--- src/rtl/serial_subtractor_if.sv ---
// Bus bundle for serial_subtractor: request side (start, a, b) and the
// result side (busy, done, diff, bout and, with SERIAL_SUBTRACTOR_OVF_EN
// defined, ovf). WIDTH must match the WIDTH of the attached subtractor.
interface serial_subtractor_if #(
  parameter int WIDTH = 8
);

  logic             start;
  logic [WIDTH-1:0] a;
  logic [WIDTH-1:0] b;
  logic             busy;
  logic             done;
  logic [WIDTH-1:0] diff;
  logic             bout;
`ifdef SERIAL_SUBTRACTOR_OVF_EN
  logic             ovf;

  modport master (output start, a, b, input busy, done, diff, bout, ovf);
  modport slave  (input start, a, b, output busy, done, diff, bout, ovf);
`else
  modport master (output start, a, b, input busy, done, diff, bout);
  modport slave  (input start, a, b, output busy, done, diff, bout);
`endif

endinterface

--- src/rtl/serial_subtractor.sv ---
// Bit-serial subtractor: computes a-b one bit per clock, LSB first.
// A start in IDLE captures the operands, WIDTH RUN cycles follow, then one
// DONE cycle pulses done. Results hold until the next accepted start.
// Optional feature macro: SERIAL_SUBTRACTOR_OVF_EN adds the signed
// overflow flag ovf.
module serial_subtractor #(
  parameter int WIDTH = 8
) (
  input logic                  clk,
  input logic                  rst_n,
  serial_subtractor_if.slave   bus
);

  localparam int CNT_W = (WIDTH > 1) ? $clog2(WIDTH) : 1;
  localparam logic [CNT_W-1:0] CNT_LAST = CNT_W'(WIDTH - 1);

  typedef enum logic [1:0] {
    IDLE = 2'd0,
    RUN  = 2'd1,
    DONE = 2'd2
  } state_t;

  // Full-subtractor cell: returns {borrow_out, difference_bit}.
  function automatic logic [1:0] sub_bit(input logic a_i, input logic b_i, input logic br_i);
    logic d;
    logic br;
    d  = a_i ^ b_i ^ br_i;
    br = (~a_i & b_i) | (~(a_i ^ b_i) & br_i);
    return {br, d};
  endfunction

  state_t           state_r;
  state_t           state_s;
  logic [WIDTH-1:0] a_sh_r;
  logic [WIDTH-1:0] a_sh_s;
  logic [WIDTH-1:0] b_sh_r;
  logic [WIDTH-1:0] b_sh_s;
  logic [WIDTH-1:0] diff_r;
  logic [WIDTH-1:0] diff_s;
  logic [WIDTH:0]   diff_cat_s;
  logic [CNT_W-1:0] cnt_r;
  logic [CNT_W-1:0] cnt_s;
  logic             br_r;
  logic             br_s;
  logic             bout_r;
  logic             bout_s;
  logic             busy_r;
  logic             done_r;
  logic [1:0]       cell_s;
`ifdef SERIAL_SUBTRACTOR_OVF_EN
  logic             ovf_r;
  logic             ovf_s;
`endif

  // State register.
  always_ff @(posedge clk or negedge rst_n) begin
    if (!rst_n) begin
      state_r <= IDLE;
    end else begin
      state_r <= state_s;
    end
  end

  // Next-state and datapath next values; the shift registers hold bit 0 of
  // the operands, so on the last RUN cycle they hold the original MSBs.
  always_comb begin
    state_s    = state_r;
    a_sh_s     = a_sh_r;
    b_sh_s     = b_sh_r;
    diff_s     = diff_r;
    cnt_s      = cnt_r;
    br_s       = br_r;
    bout_s     = bout_r;
`ifdef SERIAL_SUBTRACTOR_OVF_EN
    ovf_s      = ovf_r;
`endif
    cell_s     = sub_bit(a_sh_r[0], b_sh_r[0], br_r);
    diff_cat_s = {cell_s[0], diff_r};
    case (state_r)
      IDLE: begin
        if (bus.start) begin
          state_s = RUN;
          a_sh_s  = bus.a;
          b_sh_s  = bus.b;
          br_s    = 1'b0;
          cnt_s   = {CNT_W{1'b0}};
        end else begin
          state_s = IDLE;
        end
      end
      RUN: begin
        diff_s = diff_cat_s[WIDTH:1];
        a_sh_s = a_sh_r >> 1;
        b_sh_s = b_sh_r >> 1;
        br_s   = cell_s[1];
        if (cnt_r == CNT_LAST) begin
          state_s = DONE;
          bout_s  = cell_s[1];
`ifdef SERIAL_SUBTRACTOR_OVF_EN
          ovf_s   = (a_sh_r[0] != b_sh_r[0]) && (cell_s[0] != a_sh_r[0]);
`endif
        end else begin
          state_s = RUN;
          cnt_s   = cnt_r + CNT_W'(1'b1);
        end
      end
      DONE: begin
        state_s = IDLE;
      end
      default: begin
        state_s = IDLE;
      end
    endcase
  end

  // Datapath and registered status outputs (busy/done track the next state
  // so they are high exactly while the state register is RUN/DONE).
  always_ff @(posedge clk or negedge rst_n) begin
    if (!rst_n) begin
      a_sh_r <= {WIDTH{1'b0}};
      b_sh_r <= {WIDTH{1'b0}};
      diff_r <= {WIDTH{1'b0}};
      cnt_r  <= {CNT_W{1'b0}};
      br_r   <= 1'b0;
      bout_r <= 1'b0;
      busy_r <= 1'b0;
      done_r <= 1'b0;
`ifdef SERIAL_SUBTRACTOR_OVF_EN
      ovf_r  <= 1'b0;
`endif
    end else begin
      a_sh_r <= a_sh_s;
      b_sh_r <= b_sh_s;
      diff_r <= diff_s;
      cnt_r  <= cnt_s;
      br_r   <= br_s;
      bout_r <= bout_s;
      busy_r <= (state_s == RUN);
      done_r <= (state_s == DONE);
`ifdef SERIAL_SUBTRACTOR_OVF_EN
      ovf_r  <= ovf_s;
`endif
    end
  end

  assign bus.busy = busy_r;
  assign bus.done = done_r;
  assign bus.diff = diff_r;
  assign bus.bout = bout_r;
`ifdef SERIAL_SUBTRACTOR_OVF_EN
  assign bus.ovf  = ovf_r;
`endif

endmodule

--- src/flat_wrapper.sv ---
// flat-port wrapper written by rule: the top's interface ports become plain ports
module serial_subtractor_flat 
#(
  parameter int WIDTH = 8
)
  (clk, rst_n, bus_start, bus_a, bus_b, bus_busy, bus_done, bus_diff, bus_bout);
  serial_subtractor_if #(.WIDTH(WIDTH)) bus_i ();
  input logic clk;
  input logic rst_n;
  input wire logic [$bits(bus_i.start)-1:0] bus_start;
  input wire logic [$bits(bus_i.a)-1:0] bus_a;
  input wire logic [$bits(bus_i.b)-1:0] bus_b;
  output wire logic [$bits(bus_i.busy)-1:0] bus_busy;
  output wire logic [$bits(bus_i.done)-1:0] bus_done;
  output wire logic [$bits(bus_i.diff)-1:0] bus_diff;
  output wire logic [$bits(bus_i.bout)-1:0] bus_bout;
  assign bus_i.start = bus_start;
  assign bus_i.a = bus_a;
  assign bus_i.b = bus_b;
  assign bus_busy = bus_i.busy;
  assign bus_done = bus_i.done;
  assign bus_diff = bus_i.diff;
  assign bus_bout = bus_i.bout;
  serial_subtractor #(.WIDTH(WIDTH)) u_core (.clk(clk), .rst_n(rst_n), .bus(bus_i));
endmodule
--- config.mk ---
export PLATFORM = sky130hd
export DESIGN_NAME = serial_subtractor_flat
export DESIGN_NICKNAME = d
export VERILOG_FILES = /design/src/rtl/serial_subtractor_if.sv /design/src/rtl/serial_subtractor.sv /design/src/flat_wrapper.sv
export SDC_FILE = /design/constraint.sdc
export NUM_CORES = 1
export LEC_CHECK = 0
export CAP_MARGIN = 15
export CORE_MARGIN = 1
export CORE_UTILIZATION = 50
export DETAILED_ROUTE_END_ITERATION = 12
export GPL_TIMING_DRIVEN = 0
export PLACE_DENSITY = 0.78
export SLEW_MARGIN = 20
export SYNTH_ARGS = -nofsm -noshare
export SYNTH_HDL_FRONTEND = slang
export SYNTH_SLANG_ARGS = --single-unit
export TNS_END_PERCENT = 20
--- constraint.sdc ---
create_clock -name clk -period 1.9 [get_ports clk]
set_input_delay 0.19 -clock clk [delete_from_list [all_inputs] [get_ports clk]]
set_output_delay 0.19 -clock clk [all_outputs]
set_load 0.01 [all_outputs]
==> impl_metrics.env <==
export IMPL_outcome="complete, but fails checks"
export IMPL_violations="DRC"
export IMPL_synthFlopType="dfrtp_1"
export IMPL_setup_violations=0
export IMPL_final_seq_area_sq_um=825.8
export IMPL_port_buffers=29
export IMPL_relSlewSlack=0.5062
export IMPL_power_mw=3.357
export IMPL_design_area_sq_um=1904
export IMPL_n_antenna_cell=0
export IMPL_wirelength_mm=3.105
export IMPL_die_area_sq_um=3223
export IMPL_clock_skew_ns=0.003649
export IMPL_yosys_top_cells_count="33 x dfrtp_1, 16 x nor2_1, 14 x o22ai_1, 14 x o32ai_1"
export IMPL_synthCells=125
export IMPL_synth_most_common_cell="dfrtp_1"
export IMPL_grt_pass1_vias=1173
export IMPL_r2r_start="u_core.cnt_r[0]$_DFFE_PN0P_"
export IMPL_worstSkewPairLatency_ns=0.33
export IMPL_fillers=231
export IMPL_max_cap_violations=0
export IMPL_hold_violations=0
export IMPL_endpoint_kind="flop"
export IMPL_drc=4
export IMPL_nNetsFinal=184
export IMPL_viasPerCell=6.046
export IMPL_rsz0062_at_grt="no"
export IMPL_synth_edf_count=0
export IMPL_critical_path_max_stage_delay_ns=0.38
export IMPL_netlist_top_cell_by_area="dfrtp_1"
export IMPL_synth_cell_types=27
export IMPL_async_flop_share=1.000
export IMPL_cp_max_fo=8
export IMPL_ys_ff_latch=33
export IMPL_io_pins=30
export IMPL_grt_use_total=0.2210
export IMPL_yosys_warnings=0
export IMPL_critical_path_buf_inv_count=0
export IMPL_timing_final_crit_period_ns=1.478
export IMPL_cp_slowest_cell="dfrtp_1"
export IMPL_antenna_found_initial=0
export IMPL_first_pass_iters=8
export IMPL_place_area_sq_um=1824
export IMPL_leakagePower_nw=0.8327
export IMPL_tns_ns=0
export IMPL_crit_chain="ha_1, ha_1, nor2_1, mux2_2, a22o_1"
export IMPL_rrSetupSlack_ns=0.42
export IMPL_numCtsBuffers=5
export IMPL_p_per_area_nw_per_um2=1763
export IMPL_critical_path_arrival_ns=1.70
export IMPL_min_path_type="in -> reg"
export IMPL_antenna_left=0
export IMPL_grt_max_degree=34
export IMPL_slew_viol_final=0
export IMPL_hold_start="bus_a[7]"
export IMPL_first_iter_violations=42
export IMPL_routedWlPerCell_um=16.01
export IMPL_path_common_cell="ha_1"
export IMPL_start_util=0.5348
export IMPL_critPathLaunch="u_core.cnt_r[0]$_DFFE_PN0P_"
export IMPL_cp_required_ns=2.12
export IMPL_crit_family="adder cells"
export IMPL_drive_gt1_frac=0.1534
export IMPL_clock_sinks=33
export IMPL_syn_area_sq_um=1500
export IMPL_finalCritPeriodShare=0.7779
export IMPL_routabilityCongestion=0.7155
export IMPL_yosys_top_cells_area="dfrtp_1 55%, o32ai_1 8.2%, o22ai_1 5.8%"
export IMPL_crit_type="reg -> reg"
export IMPL_multi_input_comb_area_sq_um=585.6
export IMPL_core_sq_um=2805
export IMPL_cts_max_path_buffers=2
export IMPL_worstMarginPinSlew_ns=0.7407
export IMPL_die_h_um=56.78
export IMPL_start_kind="flop"
export IMPL_cts_reportedPaths_clkPinSlew_ns=0.09
export IMPL_synthToLayoutAreaGrowth_pct=26.94
export IMPL_post_cts_resized=0
export IMPL_mappedNetlistNets=147
export IMPL_htree_levels=2
export IMPL_grt_pass1_wl_mm=5.244
export IMPL_fmax_ghz=0.6766
export IMPL_ys_seq_area_frac=0.5505
export IMPL_yosys_area_top_type_share=0.5505
export IMPL_max_vdd_ir_drop_v=0.0009729
export IMPL_cts_tree="built"
export IMPL_synth_area_per_cell_sq_um=12.00
export IMPL_holdWs_ns=0.4183
export IMPL_row_count=19
export IMPL_die_x_um=56.78
export IMPL_grt_overflow=0
export IMPL_dpl_hpwl_mm=2.168
export IMPL_via_count=1173
export IMPL_cts_root_buf="clkbuf_4"
[worst paths after layout]
kind                                             endpoint  cells after the start
hold / removal               u_core.a_sh_r[7]$_DFFE_PN0P_                      3
hold reg to reg                   u_core.br_r$_DFFE_PN0P_                      1
min in group asynchronous  u_core.bus.diff[0]$_DFFE_PN0P_                      2
max in group asynchronous    u_core.b_sh_r[1]$_DFFE_PN0P_                      2
setup / recovery              u_core.cnt_r[0]$_DFFE_PN0P_                      5
setup reg to reg              u_core.cnt_r[0]$_DFFE_PN0P_                      5
[cells in the final DEF (no fill, tap or decap), drive strengths merged, types with 2 or more instances in the layout]
cell           count
a21oi              2
a22o               5
and3               2
buf                8
clkbuf            10
clkdlybuf4s50     28
dfrtp             33
ha                 2
inv                4
mux2               9
nand2              3
nor2              16
o21ai              4
o22ai             14
o32ai             14
[metrics by stage]
step | setup WS (ns) | util | std cells
final | 0.4219 | 0.6789 | 194
after CTS | 0.4177 | 0.6789 | 194
after global placement | 0.04036 | 0.6521 | 185
after detailed placement | 0.1729 | 0.6503 | 185
after floorplan | 0.5385 | - | 125
after global routing | 0.3064 | 0.6789 | 194
[report_power, final]
| group | internal (mW) | total [mW] | switching [mW] | leakage (nW) |
|---|---|---|---|---|
| Clock | 0.214 | 0.437 | 0.222 | 0.0413 |
| Combinational | 0.892 | 1.62 | 0.733 | 0.395 |
| Sequential | 1.05 | 1.30 | 0.250 | 0.396 |
| Total | 2.15 | 3.36 | 1.21 | 0.833 |
[state kept, by name, summed over array words and instances (netlist names)]
signal and flops:
u_core.bus.done 1, u_core.b_sh_r 8, u_core.state_r 2, u_core.bus.bout 1
u_core.a_sh_r 8, u_core.bus.busy 1, u_core.bus.diff 8, u_core.cnt_r 3
u_core.br_r 1
[routing by layer]
metal | wire (um) | track usage | vias up
met2 | 1576 | 0.3707 | 49
met5 | 0 | 0 | -
met3 | 188 | 0.06221 | 5
met4 | 61 | 0.1115 | 0
li1 | - | - | 540
met1 | 1279 | 0.2584 | 579
[repair_timing]
item | 4_1_cts | 5_1_grt
hold buffers | 1 | 0
setup buffers | 0 | 0
hold endpoints to repair | 33 | 0
[worst reg2reg max path, delay by kind of cell, from the launching register on]
kind,cells,cell delay [ns]
AO/OA/AOI/OAI,1,0.17
adder cells (fa/ha/maj),2,0.45
flip-flops,1,0.38
multiplexers,1,0.27
AND/OR/NAND/NOR,1,0.11
[cell type report]
cell class                 count  share of cell area
inverter                       4            0.007884
sequential                    33              0.4336
timing repair buffer          30              0.1551
tap                           31             0.02037
clock buffer                   7             0.03417
buffer                        10             0.03876
clock inverter                 1            0.002628
multi-input combinational     78              0.3075
[cell families (layout without fill, tap and decap cells)]
logic type	count (synthesis)	after routing	share of synthesized area
AOI/OAI and AO/OA	40	40	0.1952
adders and majority gates	3	3	0.03002
buffers and inverters	14	52	0.05921
DFF	33	33	0.5505
muxes	10	10	0.08674
and+or+nand+nor	25	25	0.07841
Power figures use the tool's default switching activity.
